--- src/rtl/fetch_ctrl_pkg.sv ---
// fetch_ctrl_pkg: shared fetch control encodings and the PSR0 select decode
package fetch_ctrl_pkg;
  typedef enum logic [2:0] {S_IDLE, S_ADDR, S_REQ, S_LATCH, S_ISSUE, S_VECT, S_ERR} state_e;
  localparam logic [1:0] PC_HOLD = 2'b00;
  localparam logic [1:0] PC_INC  = 2'b01;
  localparam logic [1:0] PC_LOAD = 2'b10;
  localparam logic [1:0] PC_CLR  = 2'b11;
  localparam logic [1:0] SEL_0_7 = 2'b00;
  localparam logic [1:0] SEL_8_B = 2'b01;
  localparam logic [1:0] SEL_C_D = 2'b10;
  localparam logic [1:0] SEL_E_F = 2'b11;
  function automatic logic [1:0] psr0_sel_of(input logic [3:0] op);
    return !op[3] ? SEL_0_7 : !op[2] ? SEL_8_B : !op[1] ? SEL_C_D : SEL_E_F;
  endfunction
endpackage

--- src/rtl/miss_timer.sv ---
// miss_timer: cache wait counter with clear, enable and terminal-count compare
module miss_timer #(
  parameter int LIMIT = 15
) (
  input  logic clk,
  input  logic rst,
  input  logic clr,
  input  logic en,
  output logic tc
);
  localparam int W = LIMIT < 1 ? 1 : $clog2(LIMIT + 1);
  logic [W-1:0] cnt_q, cnt_d;
  // clear wins over counting
  always_comb cnt_d = clr ? '0 : en ? cnt_q + W'(1) : cnt_q;
  // counter register
  always_ff @(posedge clk) cnt_q <= rst ? '0 : cnt_d;
  assign tc = cnt_q == W'(LIMIT);
endmodule

--- src/rtl/fetch_ctrl.sv ---
// fetch_ctrl: instruction fetch sequencer feeding PSR0 with interrupt vectoring and cache timeout
module fetch_ctrl
  import fetch_ctrl_pkg::*;
#(
  parameter int MISS_LIMIT = 15
) (
  input  logic       g_clk,
  input  logic       g_clr,
  input  logic       i_odv,
  input  logic       stall,
  input  logic       i_pending,
  input  logic       iret,
  input  logic [3:0] ir_op,
  output logic       cache_rw,
  output logic       cache_cs,
  output logic       ir_ld,
  output logic       imar_ld,
  output logic [1:0] pc_ctl,
  output logic [1:0] psr0_sel,
  output logic       psr0_ld,
  output logic       i_en,
  output logic       fetch_err,
  output logic [7:0] fetch_count
);
  state_e state_q, state_d;
  logic i_en_q, i_en_d;
  logic [7:0] cnt_q, cnt_d;
  logic take_int, tmr_clr, tmr_en, tmr_tc;
  miss_timer #(.LIMIT(MISS_LIMIT)) u_timer (
    .clk(g_clk), .rst(g_clr), .clr(tmr_clr), .en(tmr_en), .tc(tmr_tc)
  );
  // next state and strobes, decoded from the registered state
  always_comb begin
    state_d  = state_q;
    cnt_d    = cnt_q;
    cache_rw = 1'b0;
    cache_cs = 1'b0;
    ir_ld    = 1'b0;
    imar_ld  = 1'b0;
    pc_ctl   = PC_HOLD;
    psr0_sel = SEL_0_7;
    psr0_ld  = 1'b0;
    tmr_clr  = 1'b0;
    tmr_en   = 1'b0;
    take_int = i_pending && i_en_q;
    case (state_q)
      S_IDLE: begin
        pc_ctl  = PC_CLR;
        state_d = S_ADDR;
      end
      S_ADDR: begin
        tmr_clr = 1'b1;
        imar_ld = !take_int;
        pc_ctl  = take_int ? PC_LOAD : PC_INC;
        state_d = take_int ? S_VECT : S_REQ;
      end
      S_VECT: begin
        imar_ld = 1'b1;
        pc_ctl  = PC_INC;
        state_d = S_REQ;
      end
      S_REQ: begin
        cache_cs = 1'b1;
        cache_rw = 1'b1;
        tmr_en   = !i_odv;
        state_d  = i_odv ? S_LATCH : tmr_tc ? S_ERR : S_REQ;
      end
      S_LATCH: begin
        ir_ld   = 1'b1;
        state_d = S_ISSUE;
      end
      S_ISSUE: begin
        psr0_sel = psr0_sel_of(ir_op);
        psr0_ld  = !stall;
        cnt_d    = stall ? cnt_q : cnt_q + 8'd1;
        state_d  = stall ? S_ISSUE : S_ADDR;
      end
      S_ERR:   state_d = S_ERR;
      default: state_d = S_IDLE;
    endcase
    i_en_d = (state_q == S_ADDR && take_int) ? 1'b0 : (iret && state_q != S_ERR) ? 1'b1 : i_en_q;
  end
  // state, interrupt enable and issue counter registers
  always_ff @(posedge g_clk) begin
    if (g_clr) begin
      state_q <= S_IDLE;
      i_en_q  <= 1'b1;
      cnt_q   <= 8'd0;
    end else begin
      state_q <= state_d;
      i_en_q  <= i_en_d;
      cnt_q   <= cnt_d;
    end
  end
  assign i_en        = i_en_q;
  assign fetch_err   = state_q == S_ERR;
  assign fetch_count = cnt_q;
endmodule

--- config.mk ---
export PLATFORM = sky130hd
export DESIGN_NAME = fetch_ctrl
export DESIGN_NICKNAME = d
export VERILOG_FILES = /design/src/rtl/fetch_ctrl_pkg.sv /design/src/rtl/miss_timer.sv /design/src/rtl/fetch_ctrl.sv
export SDC_FILE = /design/constraint.sdc
export NUM_CORES = 1
export LEC_CHECK = 0
export CAP_MARGIN = 10
export CORE_MARGIN = 4
export CORE_UTILIZATION = 57
export CTS_BUF_LIST = sky130_fd_sc_hd__clkbuf_4
export DETAILED_ROUTE_END_ITERATION = 12
export DONT_BUFFER_PORTS = 1
export GPL_ROUTABILITY_DRIVEN = 0
export PLACE_DENSITY = 0.78
export SETUP_SLACK_MARGIN = 0.4
export SYNTH_ARGS = -nofsm -noshare
export SYNTH_HDL_FRONTEND = slang
export SYNTH_SLANG_ARGS = --single-unit
--- constraint.sdc ---
create_clock -name g_clk -period 1.94 [get_ports g_clk]
set_clock_uncertainty 0.15 [all_clocks]
set_input_delay 0.388 -clock g_clk [delete_from_list [all_inputs] [get_ports g_clk]]
set_output_delay 0.388 -clock g_clk [all_outputs]
set_load 0.03 [all_outputs]
==> After elaboration in Yosys (flattened, before gate mapping) <==
Cells that the tools add are included.
{ "totals": {"register_bits": 16} }
{ "op_classes": {"addsub": 2, "n_eq_ne": 8, "muxes": 19, "bitwise": 1, "n_reduce_logical": 10} }
{ "ops": {"columns": ["op", "count"], "rows": [
  ["$pmux 3 s7", 1],
  ["$mux 3", 4],
  ["$eq 3x3->1 const B", 3],
  ["$add 8x1->8 const B", 1],
  ["$mux 1", 8],
  ["$mux 2", 4],
  ["$eq 3x2->1 const B", 2],
  ["$pmux 2 s3", 1],
  ["$add 4x1->4 const B", 1],
  ["$eq 4x4->1 const B", 1],
  ["$eq 3x1->1 const B", 1],
  ["$logic_and 1x1->1", 3],
  ["$logic_not 1->1", 3],
  ["$logic_not 3->1", 1],
  ["$ne 3x3->1 const B", 1],
  ["$pmux 1 s2", 1],
  ["$reduce_and 2->1", 1],
  ["$reduce_bool 2->1", 1],
  ["$reduce_or 2->1", 1],
  ["$not 1->1", 1]
]} }

==> Longest topological paths before layout <==
Gate-level depths: netlist of run 1.
{ "depth": {"depth_word": 4, "depth_mapped": 5, "depth_no_buf": 4} }

==> By module <==
Synthesis of run 1 repeated with hierarchy kept, for this count alone.
{ "hier_totals": {"hier_cells": 100, "area_unflattened_um2": 844.6} }
{ "by_module_without_submodules": {"columns": ["module", "instances", "cells_each", "area_each_um2", "seq_area_each_um2"], "rows": [
  ["fetch_ctrl", 1, 82, 660.6, 240.2],
  ["miss_timer", 1, 18, 183.9, 80.1]
]} }

==> Worst setup path before layout of run 1 <==
No wires, ideal clock.
{ "synth_path": {"path_kind": "reg2out", "from": "reg state_q[1]", "to": "out cache_rw", "arrival_time_ns": 1.769, "t_required_ns": 1.402, "path_slack_ns": -0.367, "stages_incl_launch_ff": 4, "path_cell_list": "dfxtp_1 > clkbuf_1 > nor3b_1 > buf_4"} }
{ "synth_between": {"elab_chain_len": 2} }
{ "synth_lines": {"columns": ["element", "line", "text"], "rows": [
  ["from (decl)", "fetch_ctrl.sv:25", "state_e state_q, state_d;"],
  ["from (signal assigned)", "fetch_ctrl.sv:90", "state_q <= state_d;"],
  ["$eq 3x2->1", null, null],
  ["$mux 1", null, null],
  ["to (decl)", "fetch_ctrl.sv:14", "output logic cache_rw,"]
]} }
Every way passes these cells.

==> Final worst setup path of run 1 <==
{ "layout_path": {"from": "reg state_q[1]", "to": "out psr0_ld"} }
{ "layout_between": {"elab_chain_len": 2} }
{ "layout_lines": {"columns": ["element", "line", "text"], "rows": [
  ["$eq 3x3->1", "fetch_ctrl.sv:46", "case (state_q)"],
  ["$mux 1", "fetch_ctrl.sv:46", null],
  ["to (decl)", "fetch_ctrl.sv:20", "output logic psr0_ld,"]
]} }
Every way passes these cells.

==> impl_metrics.env, run 1 <==
export IMPL_die_x_um=46.0
export IMPL_ff2ff_path_depth=4
export IMPL_maximum_number_of_pins_on_one_net_before_global_route_repair=13
export IMPL_mostFrequentLayoutCells="sky130_fd_sc_hd__buf_4 (17), sky130_fd_sc_hd__dfxtp_1 (13), sky130_fd_sc_hd__a21oi_1 (6)"
export IMPL_worst_ep_arrival_time_ns=1.38
export IMPL_cts_tree="yes"
export IMPL_fmaxAchievable_mhz=520
export IMPL_io_buffers=0
export IMPL_cap_violations=0
export IMPL_areaGrowthSynthToFinish_pct=50.2
export IMPL_synth_seq_area_share_pct=38.8
export IMPL_post_drt_via_cell_ratio=6.49
export IMPL_met3_length_um=222
export IMPL_avgRoutedWirePerCell_um=21.5
export IMPL_num_nets_final=138
export IMPL_wl_met1_mm=1.09
export IMPL_multi_input_area_um2=599
export IMPL_drc=0
export IMPL_rows=13
export IMPL_cts_path_max_buffers=2
export IMPL_maxSlewViolCount=0
export IMPL_timing_slew_headroom_pct=73.2
export IMPL_fin_tns_setup_ns=0
export IMPL_critical_path_class="reg -> out"
export IMPL_most_frequent_standard_cell_in_the_layout_excluding_fill_and_tap_cells="sky130_fd_sc_hd__buf_4"
export IMPL_min_path_type="in -> reg"
export IMPL_rr_startpoint="state_q[1]"
export IMPL_cts_clk_slew_worst_paths_ns=0.09
export IMPL_drt_pass1_iterations=5
export IMPL_initial_utilization_pct=61.8
export IMPL_finish_utilization_pct=92.9
export IMPL_detailed_place_hpwl_mm=1.49
export IMPL_drive_above_1_share_pct=46.4
export IMPL_dr_max_layer_used="met4"
export IMPL_die_area_um2=2120
export IMPL_setup_viol=0
export IMPL_timing_critical_path_to="psr0_ld"
export IMPL_area_sequential_um2=327
export IMPL_cts_made_buffers=3
export IMPL_fillerInstances=39
export IMPL_gr_total_overflow=0
export IMPL_ys_ff_latch=16
export IMPL_reg2reg_to="fetch_count[5]"
export IMPL_floorplan_core_area_um2=1330
export IMPL_met2RoutedLength_mm=1.57
export IMPL_final_setup_worst_slack_ns=0.0178
export IMPL_crit_path_start_kind="register"
export IMPL_antenna_cells=0
export IMPL_tritoncts_num_sinks=16
export IMPL_track_usage_pct=28.9
export IMPL_post_route_period_util_pct=99.1
export IMPL_startpoint="state_q[1]"
export IMPL_report_final_hold_viol_count=0
export IMPL_critPathMaxFanout=2
export IMPL_status="complete, no violations"
export IMPL_rrSetupSlack_ns=0.08
export IMPL_die_height_um=46.0
export IMPL_dp_slack_ns=0.0960
export IMPL_num_vias=909
export IMPL_dpl_cell_area_um2=992
export IMPL_synth_net_count=115
export IMPL_design_portCount=29
export IMPL_detail_route_iter0_violations=27
export IMPL_power_density_nw_per_um2=682
export IMPL_period_minus_slack_ns=1.92
export IMPL_netlist_area_um2=825
export IMPL_worst_skew_pair_late_latency_ns=0.30
export IMPL_yosys_warning_total=0
export IMPL_end_kind="output pin"
export IMPL_vdd_drop_max_v=0.000599
export IMPL_number_of_antenna_violations_at_the_first_check_in_global_routing=0
export IMPL_synth_avg_cell_area_um2=8.01
export IMPL_final_antenna_net_count=0
export IMPL_wirelength_mm=3.01
export IMPL_timing_worst_slew_pin_value_ns=0.403
export IMPL_final_hold_worst_slack_ns=0.0108
export IMPL_final_area_um2=1240
export IMPL_required_ns=1.40
export IMPL_rsz_0062_raised_after_global_routing="true"
export IMPL_grt_pass1_vias=923
export IMPL_post_synth_inst_count=103
export IMPL_leakagePower_nw=0.478
export IMPL_global_route_wire_length_before_repair_mm=4.16
export IMPL_root_buffer="sky130_fd_sc_hd__clkbuf_4"
export IMPL_synth_distinct_cells=33
export IMPL_ctsHtreeMaxLevel=1
cells by family after synthesis:
| logic type | share of synthesized area, % |
|---|---|
| fa+ha+maj | 3.03 |
| simple gates | 24.7 |
| mux | 2.58 |
| buf+inv | 8.35 |
| xor+xnor | 2.12 |
| compound gates | 20.3 |
| flops | 38.8 |
routing by layer:
layer / vias to the layer above / track usage [%]
met1: 421 / 30.8
met4: 0 / 14.8
li1: 406 / -
met3: 19 / 6.32
met2: 63 / 52.2
met5: - / 0
layout make-up:
cell class,count,share of cell area (%)
clock inverters,1,0.303
multi-input cells,70,48.4
clock buffers,3,1.82
inverters,10,4.44
flip-flops and latches,16,26.4
well taps,15,1.52
repair buffers,25,17.2
what timing repair did:
action | 4_1_cts | 5_1_grt
buffers inserted | 8 | 0
cloned | 1 | 0
pin swaps | 6 | 2
hold buffers | 1 | 1
endpoints found under the hold margin | 6 | 1
setup endpoints to repair | 20 | 21
gates resized for setup | 23 | 12
cell usage after synthesis:
cell type / count / area share [%]
sky130_fd_sc_hd__o21ai_0: 6 / 3.6
sky130_fd_sc_hd__clkbuf_1: 5 / 2.3
sky130_fd_sc_hd__buf_2: 1 / 0.61
sky130_fd_sc_hd__a21oi_1: 11 / 6.7
sky130_fd_sc_hd__o211ai_1: 1 / 0.91
sky130_fd_sc_hd__buf_4: 1 / 0.91
sky130_fd_sc_hd__a31o_2: 1 / 1.1
sky130_fd_sc_hd__nor2_1: 6 / 2.7
sky130_fd_sc_hd__nand3_1: 6 / 3.6
sky130_fd_sc_hd__nand2_1: 5 / 2.3
sky130_fd_sc_hd__nand2b_1: 2 / 1.5
sky130_fd_sc_hd__dfxtp_1: 16 / 39
sky130_fd_sc_hd__o21bai_1: 2 / 1.8
sky130_fd_sc_hd__nor3_1: 1 / 0.61
sky130_fd_sc_hd__or4b_1: 2 / 2.4
sky130_fd_sc_hd__nor2b_1: 2 / 1.5
sky130_fd_sc_hd__nand4_1: 1 / 0.76
sky130_fd_sc_hd__a31oi_1: 2 / 1.5
sky130_fd_sc_hd__ha_1: 2 / 3.0
sky130_fd_sc_hd__a21o_1: 1 / 0.91
sky130_fd_sc_hd__mux2i_1: 1 / 1.2
sky130_fd_sc_hd__nor4_1: 1 / 0.76
sky130_fd_sc_hd__xnor2_1: 1 / 1.1
sky130_fd_sc_hd__nor4b_1: 1 / 1.1
sky130_fd_sc_hd__nand3b_1: 1 / 0.91
sky130_fd_sc_hd__nor3b_1: 1 / 0.91
sky130_fd_sc_hd__a211o_1: 1 / 1.1
sky130_fd_sc_hd__xor2_1: 1 / 1.1
sky130_fd_sc_hd__o31ai_1: 3 / 2.7
sky130_fd_sc_hd__inv_1: 10 / 4.6
sky130_fd_sc_hd__or3_1: 5 / 3.8
sky130_fd_sc_hd__mux2_2: 1 / 1.4
sky130_fd_sc_hd__or4_1: 2 / 1.8
worst max-delay path, stage by stage, from the launching register on:
cell,delay (ns)
sky130_fd_sc_hd__dfxtp_1,0.33
sky130_fd_sc_hd__or4b_4,0.54
sky130_fd_sc_hd__buf_8,0.15
sky130_fd_sc_hd__inv_8,0.06
where the power goes:
part / switching [mW] / internal, mW / total (mW) / leakage, nW
clock network: 0.114 / 0.0751 / 0.189 / 0.0154
logic: 0.178 / 0.120 / 0.298 / 0.332
registers: 0.0147 / 0.342 / 0.357 / 0.130
per-stage QoR:
stage / total power [mW] / instances
3_5_place_dp: 0.558 / 125
3_3_place_gp: 0.552 / 125
4_1_cts: 0.806 / 139
6_report: 0.844 / 140
2_1_floorplan: 0.533 / 103
5_1_grt: 0.872 / 140
worst min path at each step:
stage	start	depth (start not counted)	end	slack (ns)
after floorplan	u_timer.cnt_q[1]	2	u_timer.cnt_q[1]	0.30
after global placement	g_clr	1	fetch_count[0]	0.31
after detailed placement	g_clr	1	fetch_count[6]	0.31
after CTS	g_clr	1	state_q[1]	0.0005
after global routing	g_clr	1	state_q[1]	0.001
final	g_clr	1	state_q[1]	0.01
registers in the layout (all words and copies together) (netlist names):
signal         count
fetch_count        8
u_timer.cnt_q      4
state_q            3
i_en               1
Note: power is estimated with default switching activity, not from simulation.
==> run 2: changes to the inputs <==
Settings changed: CORE_ASPECT_RATIO set to 2, CORE_UTILIZATION 57 to 30, PLACE_DENSITY 0.78 to 0.48.
==> run 2 against run 1 <==
  * Maximum frequency increased by 0.93%
  * Utilization decreased by 42 points
  * Largest power group unchanged
  * Sequential share of layout area decreased by 1.6 points
  * Register-to-register slack about the same
  * Via count decreased by 7.4%
  * Sequential cell count unchanged
  * Final cell count increased by 11%
  * Clock power increased by 3%
  * Non-clock buffer count increased by 3
  * Combinational power increased by 9.7%
==> impl_metrics.env, run 2 (synthesis gave the netlist of run 1 again) <==
export IMPL_timing_slew_headroom_pct=72.5
export IMPL_timing_worst_slew_pin_value_ns=0.414
export IMPL_dp_cells=137
export IMPL_drive_above_1_share_pct=47.7
export IMPL_die_height_um=82.1
export IMPL_status="complete, no violations"
export IMPL_root_buffer="sky130_fd_sc_hd__clkbuf_4"
export IMPL_setup_viol=0
export IMPL_drt_pass1_iterations=4
export IMPL_worst_skew_pair_late_latency_ns=0.28
export IMPL_detail_route_iter0_violations=5
export IMPL_mostFrequentLayoutCells="sky130_fd_sc_hd__buf_4 (16), sky130_fd_sc_hd__dfxtp_1 (12), sky130_fd_sc_hd__a21oi_1 (6), sky130_fd_sc_hd__buf_6 (6)"
export IMPL_cts_made_buffers=3
export IMPL_grt_pass1_vias=925
export IMPL_detailed_place_hpwl_mm=1.57
export IMPL_finish_utilization_pct=50.8
export IMPL_cts_clk_slew_worst_paths_ns=0.10
export IMPL_drc=0
export IMPL_floorplan_core_area_um2=2600
export IMPL_final_cell_count_no_fill=156
export IMPL_track_usage_pct=14.3
export IMPL_min_path_type="in -> reg"
export IMPL_maximum_number_of_pins_on_one_net_before_global_route_repair=12
export IMPL_gr_total_overflow=0
export IMPL_final_hold_worst_slack_ns=0.0129
export IMPL_number_of_antenna_violations_at_the_first_check_in_global_routing=0
export IMPL_dpl_cell_area_um2=1000
export IMPL_crit_path_start_kind="register"
export IMPL_num_vias=842
export IMPL_post_drt_via_cell_ratio=5.40
export IMPL_post_route_period_util_pct=98.2
export IMPL_vdd_drop_max_v=0.000523
export IMPL_final_antenna_net_count=0
export IMPL_tritoncts_num_sinks=16
export IMPL_fmaxAchievable_mhz=525
export IMPL_design_portCount=29
export IMPL_cts_path_max_buffers=2
export IMPL_required_ns=1.40
export IMPL_wirelength_mm=2.34
export IMPL_fin_tns_setup_ns=0
export IMPL_power_density_nw_per_um2=665
export IMPL_global_route_wire_length_before_repair_mm=4.00
export IMPL_die_area_um2=3700
export IMPL_most_frequent_standard_cell_in_the_layout_excluding_fill_and_tap_cells="sky130_fd_sc_hd__buf_4"
export IMPL_maxSlewViolCount=0
export IMPL_rsz_0062_raised_after_global_routing="true"
export IMPL_fillerInstances=257
export IMPL_rows=26
export IMPL_final_setup_worst_slack_ns=0.0355
export IMPL_antenna_cells=0
export IMPL_worst_ep_arrival_time_ns=1.37
export IMPL_num_nets_final=141
export IMPL_final_area_um2=1320
export IMPL_largest_register_ff_count=8
export IMPL_initial_utilization_pct=31.7
export IMPL_areaGrowthSynthToFinish_pct=60.4
export IMPL_cts_tree="yes"
export IMPL_critical_path_class="reg -> out"
export IMPL_end_kind="output pin"
export IMPL_period_minus_slack_ns=1.90
export IMPL_ctsHtreeMaxLevel=1
export IMPL_cap_violations=0
export IMPL_report_final_hold_viol_count=0
export IMPL_avgRoutedWirePerCell_um=15.0
export IMPL_critPathMaxFanout=2
export IMPL_die_x_um=45.1
export IMPL_dp_slack_ns=0.0270
export IMPL_leakagePower_nw=0.514
export IMPL_p_total_mw=0.880
export IMPL_io_buffers=0
run 2: where the power goes:
group          leakage [nW]  switching, mW  internal, mW
logic                 0.365          0.172         0.155
clock network        0.0184          0.101        0.0937
registers             0.131         0.0153         0.343
total                 0.514          0.289         0.591
run 2: critical path: stages, from the launching register on:
cell and delay [ns]:
sky130_fd_sc_hd__dfxtp_2 0.34, sky130_fd_sc_hd__or4b_4 0.53, sky130_fd_sc_hd__buf_6 0.15, sky130_fd_sc_hd__inv_8 0.06
run 2: per-layer routing:
| metal | vias to the layer above | part of all wire (%) | global-route usage [%] |
|---|---|---|---|
| li1 | 417 | - | - |
| met4 | 0 | 0.60 | 4.69 |
| met3 | 2 | 5.6 | 2.82 |
| met5 | - | 0 | 0 |
| met1 | 405 | 36 | 14.4 |
| met2 | 18 | 58 | 27.4 |
run 2: worst paths after layout:
check	startpoint	endpoint	slack (ns)	cells after the start
hold reg to reg	u_timer.cnt_q[1]	u_timer.cnt_q[1]	0.33	2
setup / recovery	state_q[1]	psr0_ld	0.04	3
hold / removal	g_clr	fetch_count[3]	0.01	1
setup reg to reg	state_q[1]	fetch_count[5]	0.07	4
run 2: area by class of cell:
cell class | instances | area (um^2) | area share (%)
Multi-Input combinational cell | 70 | 589 | 44.6
Sequential cell | 16 | 328 | 24.8
Timing Repair Buffer | 28 | 280 | 21.2
Inverter | 10 | 60.1 | 4.54
Tap cell | 28 | 35.0 | 2.65
Clock buffer | 4 | 30.0 | 2.27
run 2: what timing repair did:
item	in CTS	in global routing
pin swaps	7	2
buffers inserted	10	1
gates resized for setup	25	13
cloned	2	0
endpoints found under the setup margin	22	24
endpoints found under the hold margin	3	2
hold buffers	1	1
